[src/rtl/i2s_pkg.sv]
// i2s_pkg: shared widths, side encoding and FSM states for the I2S frame packer
package i2s_pkg;
  localparam int SEQ_W = 8;
  localparam int CHAN_W = 3;
  localparam int DROP_W = 16;
  localparam logic SIDE_L = 1'b0;
  localparam logic SIDE_R = 1'b1;
  typedef enum logic [1:0] {IDLE, CAPTURE, EMIT} state_t;
endpackage

[src/rtl/sync_fifo.sv]
// sync_fifo: single-clock show-ahead FIFO; dout presents the head entry, zero when empty
module sync_fifo #(
  parameter int WIDTH = 8,
  parameter int DEPTH = 16
) (
  input  logic             clk,
  input  logic             rst,
  input  logic             push,
  input  logic [WIDTH-1:0] din,
  input  logic             pop,
  output logic [WIDTH-1:0] dout,
  output logic             full,
  output logic             empty
);
  localparam int AW = $clog2(DEPTH);
  logic [WIDTH-1:0] mem [DEPTH];
  logic [AW-1:0] wr_ptr, rd_ptr;
  logic [AW:0] count;
  logic do_push, do_pop;
  assign full = count == (AW+1)'(DEPTH);
  assign empty = count == '0;
  assign do_push = push & ~full;
  assign do_pop = pop & ~empty;
  assign dout = empty ? '0 : mem[rd_ptr];
  always_ff @(posedge clk or posedge rst)
    if (rst) begin
      wr_ptr <= '0;
      rd_ptr <= '0;
      count <= '0;
    end else begin
      wr_ptr <= wr_ptr + AW'(do_push);
      rd_ptr <= rd_ptr + AW'(do_pop);
      count <= count + (AW+1)'(do_push) - (AW+1)'(do_pop);
    end
  always_ff @(posedge clk)
    if (do_push) mem[wr_ptr] <= din;
endmodule

[src/rtl/i2s_frame_packer.sv]
// i2s_frame_packer: snapshots N_PORTS stereo I2S words at every WCLK edge and streams the
// enabled channels as tagged, sequence-numbered words through a show-ahead FIFO
module i2s_frame_packer
  import i2s_pkg::*;
#(
  parameter int N_PORTS = 4,
  parameter int WIDTH = 24,
  parameter int FIFO_DEPTH = 16
) (
  input  logic                     USBCLK_IN,
  input  logic                     RST_IN,
  input  logic                     WCLK_IN,
  input  logic [N_PORTS*WIDTH-1:0] DATA_L_IN,
  input  logic [N_PORTS*WIDTH-1:0] DATA_R_IN,
  input  logic [N_PORTS-1:0]       CHAN_EN,
  output logic [WIDTH-1:0]         OUT_DATA,
  output logic [SEQ_W-1:0]         OUT_ID,
  output logic [CHAN_W-1:0]        OUT_CHAN,
  output logic                     OUT_VALID,
  input  logic                     OUT_READY,
  output logic                     OVERFLOW,
  output logic [DROP_W-1:0]        DROP_COUNT
);
  localparam int EW = WIDTH + SEQ_W + CHAN_W;
  state_t state, state_nx;
  logic s1, s2, s3;
  logic [1:0] guard;
  logic wedge, busy, last;
  logic [WIDTH-1:0] snap [N_PORTS];
  logic [N_PORTS-1:0] snap_en;
  logic side;
  logic [1:0] p;
  logic [SEQ_W-1:0] seq;
  logic en_p, push, adv, full, empty;
  logic [EW-1:0] head;
  // either WCLK transition counts, but only once the power-up guard has expired
  assign wedge = (s2 ^ s3) & (guard == 2'd3);
  assign busy = state != IDLE;
  assign last = p == 2'(N_PORTS - 1);
  always_comb begin
    en_p = snap_en[p];
    push = (state == EMIT) & en_p & ~full;
    adv = (state == EMIT) & ~(en_p & full);
    state_nx = (state == IDLE) ? (wedge ? CAPTURE : IDLE) :
               (state == CAPTURE) ? EMIT :
               (adv & last) ? IDLE : EMIT;
  end
  always_ff @(posedge USBCLK_IN or posedge RST_IN)
    if (RST_IN) begin
      {s3, s2, s1} <= '0;
      guard <= '0;
      state <= IDLE;
      p <= '0;
      seq <= '0;
      OVERFLOW <= 1'b0;
      DROP_COUNT <= '0;
    end else begin
      {s3, s2, s1} <= {s2, s1, WCLK_IN};
      guard <= guard + 2'(guard != 2'd3);
      state <= state_nx;
      p <= (state == CAPTURE) ? 2'd0 : p + 2'(adv);
      seq <= seq + SEQ_W'(push);
      OVERFLOW <= wedge & busy;
      DROP_COUNT <= DROP_COUNT + DROP_W'(wedge & busy & (DROP_COUNT != '1));
    end
  // s3 high on an edge means WCLK fell, i.e. the right-channel half-frame
  always_ff @(posedge USBCLK_IN)
    if (!busy && wedge) begin
      side <= s3 ? SIDE_R : SIDE_L;
      snap_en <= CHAN_EN;
      for (int i = 0; i < N_PORTS; i++)
        snap[i] <= s3 ? DATA_R_IN[i*WIDTH +: WIDTH] : DATA_L_IN[i*WIDTH +: WIDTH];
    end
  sync_fifo #(.WIDTH(EW), .DEPTH(FIFO_DEPTH)) u_fifo (
    .clk(USBCLK_IN),
    .rst(RST_IN),
    .push(push),
    .din({snap[p], seq, p, side}),
    .pop(OUT_READY),
    .dout(head),
    .full(full),
    .empty(empty)
  );
  assign {OUT_DATA, OUT_ID, OUT_CHAN} = head;
  assign OUT_VALID = ~empty;
endmodule

[config.mk]
export PLATFORM = sky130hd
export DESIGN_NAME = i2s_frame_packer
export DESIGN_NICKNAME = d
export VERILOG_FILES = /design/src/rtl/i2s_pkg.sv /design/src/rtl/sync_fifo.sv /design/src/rtl/i2s_frame_packer.sv
export SDC_FILE = /design/constraint.sdc
export NUM_CORES = 1
export LEC_CHECK = 0
export BUFFER_PORTS_ARGS = -buffer_cell sky130_fd_sc_hd__buf_2
export CAP_MARGIN = 20
export CORE_ASPECT_RATIO = 0.9
export CORE_UTILIZATION = 50
export CTS_BUF_LIST = sky130_fd_sc_hd__clkbuf_8
export CTS_CLUSTER_DIAMETER = 60
export DETAILED_ROUTE_END_ITERATION = 8
export HOLD_SLACK_MARGIN = 0.05
export PLACE_DENSITY = 0.79
export SLEW_MARGIN = 40
export SYNTH_ARGS = -nofsm -noshare
export SYNTH_HDL_FRONTEND = slang
export SYNTH_HIERARCHICAL = 1
export SYNTH_SLANG_ARGS = --single-unit
[constraint.sdc]
create_clock -name USBCLK_IN -period 19.95 [get_ports USBCLK_IN]
set_clock_uncertainty 0.15 [all_clocks]
set_input_delay 0 -clock USBCLK_IN [delete_from_list [all_inputs] [get_ports USBCLK_IN]]
set_output_delay 0 -clock USBCLK_IN [all_outputs]
set_load 0.005 [all_outputs]
==> results.sh <==
export IMPL_fp_row_count=81
export IMPL_top_usage_layer="met2"
export IMPL_clkLatencyLatePin_ns=0.73
export IMPL_path_clk_slew_ns=0.06
export IMPL_fp_dieH_um=227
export IMPL_cts_setup_buffers=0
export IMPL_grt_max_degree=83
export IMPL_tightest_slew_ns=0.866
export IMPL_fillers=3236
export IMPL_io_pins=253
export IMPL_grt_overflow=0
export IMPL_htree_levels=3
export IMPL_cts_tree="done"
export IMPL_holdBufCountCts=397
export IMPL_total_power_uw=4760
export IMPL_port_buffers=252
export IMPL_p_leak_uw=0.0128
export IMPL_post_route_period_util_pct=21.5
export IMPL_cp_start_kind="flop"
export IMPL_mostFrequentLayoutCells="661 x edfxtp_1, 397 x dlygate4sd3_1, 252 x buf_2"
export IMPL_syn_nets=1499
export IMPL_cts_buffer_depth=3
export IMPL_fp_dieArea_um2=57100
export IMPL_synth_area_leaders="edfxtp_1 71%, mux4_2 13%, dfrtp_1 4.2%, mux2_2 3.9%, mux2i_1 1.2%"
export IMPL_multiInputGateArea_um2=6750
export IMPL_clockRootBuffer="clkbuf_8"
export IMPL_final_seq_area_um2=21000
export IMPL_power_density_nw_per_um2=131
export IMPL_worst_endpoint_required_ns=19.80
export IMPL_wl_um=88400
export IMPL_fin_crit_ns=4.29
export IMPL_grt_total_usage_pct=31.5
export IMPL_whs_ns=0.222
export IMPL_arrival_ns=4.14
export IMPL_drt_iter0_drc=2245
export IMPL_vdd_drop_max_mv=0.0790
export IMPL_yosysSeqAreaShare_pct=74.9
export IMPL_hold_class="in2reg"
export IMPL_coreArea_um2=54900
export IMPL_fin_nets=2223
export IMPL_first_global_vias=18900
export IMPL_gp_congestion=0.857
export IMPL_fmax_mhz=233
export IMPL_syn_avg_cell_area_um2=21.9
export IMPL_rrSetupSlack_ns=15.84
export IMPL_syn_cell_area_um2=28100
export IMPL_synth_top_area_share_pct=70.7
export IMPL_drt_pass1_iterations=7
export IMPL_dp_hpwl_um=37400
export IMPL_cts_resized=0
export IMPL_vias=17700
export IMPL_drc=0
export IMPL_netlist_instances=1283
export IMPL_synth_top_area_cell="edfxtp_1"
export IMPL_met3_usage_pct=9.85
export IMPL_fin_tns_setup_ns=0
export IMPL_outcome="complete, no violations"
export IMPL_initial_utilization_pct=51.1
export IMPL_synth_seq_cells=708
export IMPL_cts_sinks=708
export IMPL_cts_buffers=104
export IMPL_met2_usage_pct=50.6
export IMPL_grt_pass1_wl_um=127000
export IMPL_max_cap_viol_count=0
export IMPL_viasPerCell=6.21
export IMPL_setup_viol=0
export IMPL_slew_headroom_pct=42.3
export IMPL_area_growth_pct=29.3
export IMPL_ys_warn_count=6
export IMPL_post_synth_num_cell_types=39
export IMPL_final_max_slew_viol_count=0
export IMPL_post_drt_wl_per_cell_um=31.0
export IMPL_rsz0062_at_grt="false"
export IMPL_crit_fanout=40
export IMPL_final_common_cell="edfxtp_1"
export IMPL_antenna_found_initial=13
export IMPL_worstSetupPathType="reg2out"
export IMPL_chipWidth_um=252
export IMPL_grt_util_met1_pct=36.0
export IMPL_final_hold_violation_count=0
export IMPL_crit_path_end_kind="primary output"
export IMPL_drive_above_1_share_pct=34.0
export IMPL_drtAntennaViolNets=0
## synth_stat cells
cell and number:
and4_4 2, and4_1 2, mux4_2 165, o31ai_1 35, nor3_1 6, nand2_1 10
or2_2 1, a22oi_1 35, ha_1 15, clkbuf_1 20, and3_1 2, nand4_1 4
dfrtp_1 47, nand3_1 13, buf_4 11, a21boi_0 2, buf_2 27, nor2_1 18
nand4_2 1, nor3b_2 1, a21o_1 2, nor4bb_1 1, buf_1 4, nor2b_1 1
nor3b_1 1, a21oi_1 4, fa_1 1, mux2_2 96, xor2_1 10, mux2i_1 35
inv_1 13, nand3b_1 2, buf_6 7, edfxtp_1 661, or3_1 1, o21bai_1 1
xnor2_1 20, nand2b_1 5, nor4b_2 1
## registers in the layout, summed over array words and instances, names as in the netlist
signal	cells
DROP_COUNT	16
OVERFLOW	1
guard	2
p	2
s1	1
s2	1
s3	1
seq	8
side	1
snap	96
snap_en	4
state	2
u_fifo/count	5
u_fifo/mem	560
u_fifo/rd_ptr	4
u_fifo/wr_ptr	4
## kinds of logic after synthesis
logic type      synth area share [%]
mux                             18.3
buf+inv                         1.55
fa+ha+maj                      0.740
compound gates                  2.08
flops                           74.9
xor+xnor                       0.936
simple gates                    1.43
## final cells by class
class,count,share of cell area [%]
timing repair buffer,687,15.4
inverter,13,0.134
antenna,12,0.0827
sequential,708,58.0
clock buffer,109,4.13
multi-input combinational,493,18.6
clock inverter,85,1.08
tap,747,2.58
## worst max-delay path, stage by stage (launching register included)
cell and delay (ns):
dfrtp_4 0.86, buf_6 0.57, buf_6 0.56, mux4_2 0.36, mux2i_1 0.12, o31ai_1 0.65, buf_2 0.24
## per-layer routing
metal	routed length (um)	vias to the layer above
li1	-	6847
met1	29100	8857
met2	42500	1556
met3	9390	469
met4	7360	4
met5	33	-
## stage by stage
step / setup WS (ns) / std cells / instance area (um^2) / util (%)
after floorplan: 11.38 / 1283 / 28100 / -
after global placement: 15.80 / 2246 / 30300 / 55.1
after detailed placement: 15.76 / 2251 / 30400 / 55.3
after CTS: 15.00 / 2842 / 36200 / 66.0
after global routing: 15.32 / 2850 / 36300 / 66.1
final: 15.66 / 2854 / 36300 / 66.1
## power breakdown
part           switching [uW]  internal, uW
Sequential                159          2010
Combinational             857           621
Clock                     593           522
## final timing paths
kind | from | endpoint | cells past startpoint
worst min-delay path | OUT_READY | u_fifo/rd_ptr[0] | 4
worst min register to register | s1 | s2 | 0
worst max-delay path | u_fifo/rd_ptr[0] | OUT_DATA[21] | 6
min in group asynchronous | RST_IN | seq[0] | 4
worst max register to register | p[0] | u_fifo/mem[6][1] | 8
max in group asynchronous | RST_IN | s3 | 5
Power figures use the tool's default switching activity.
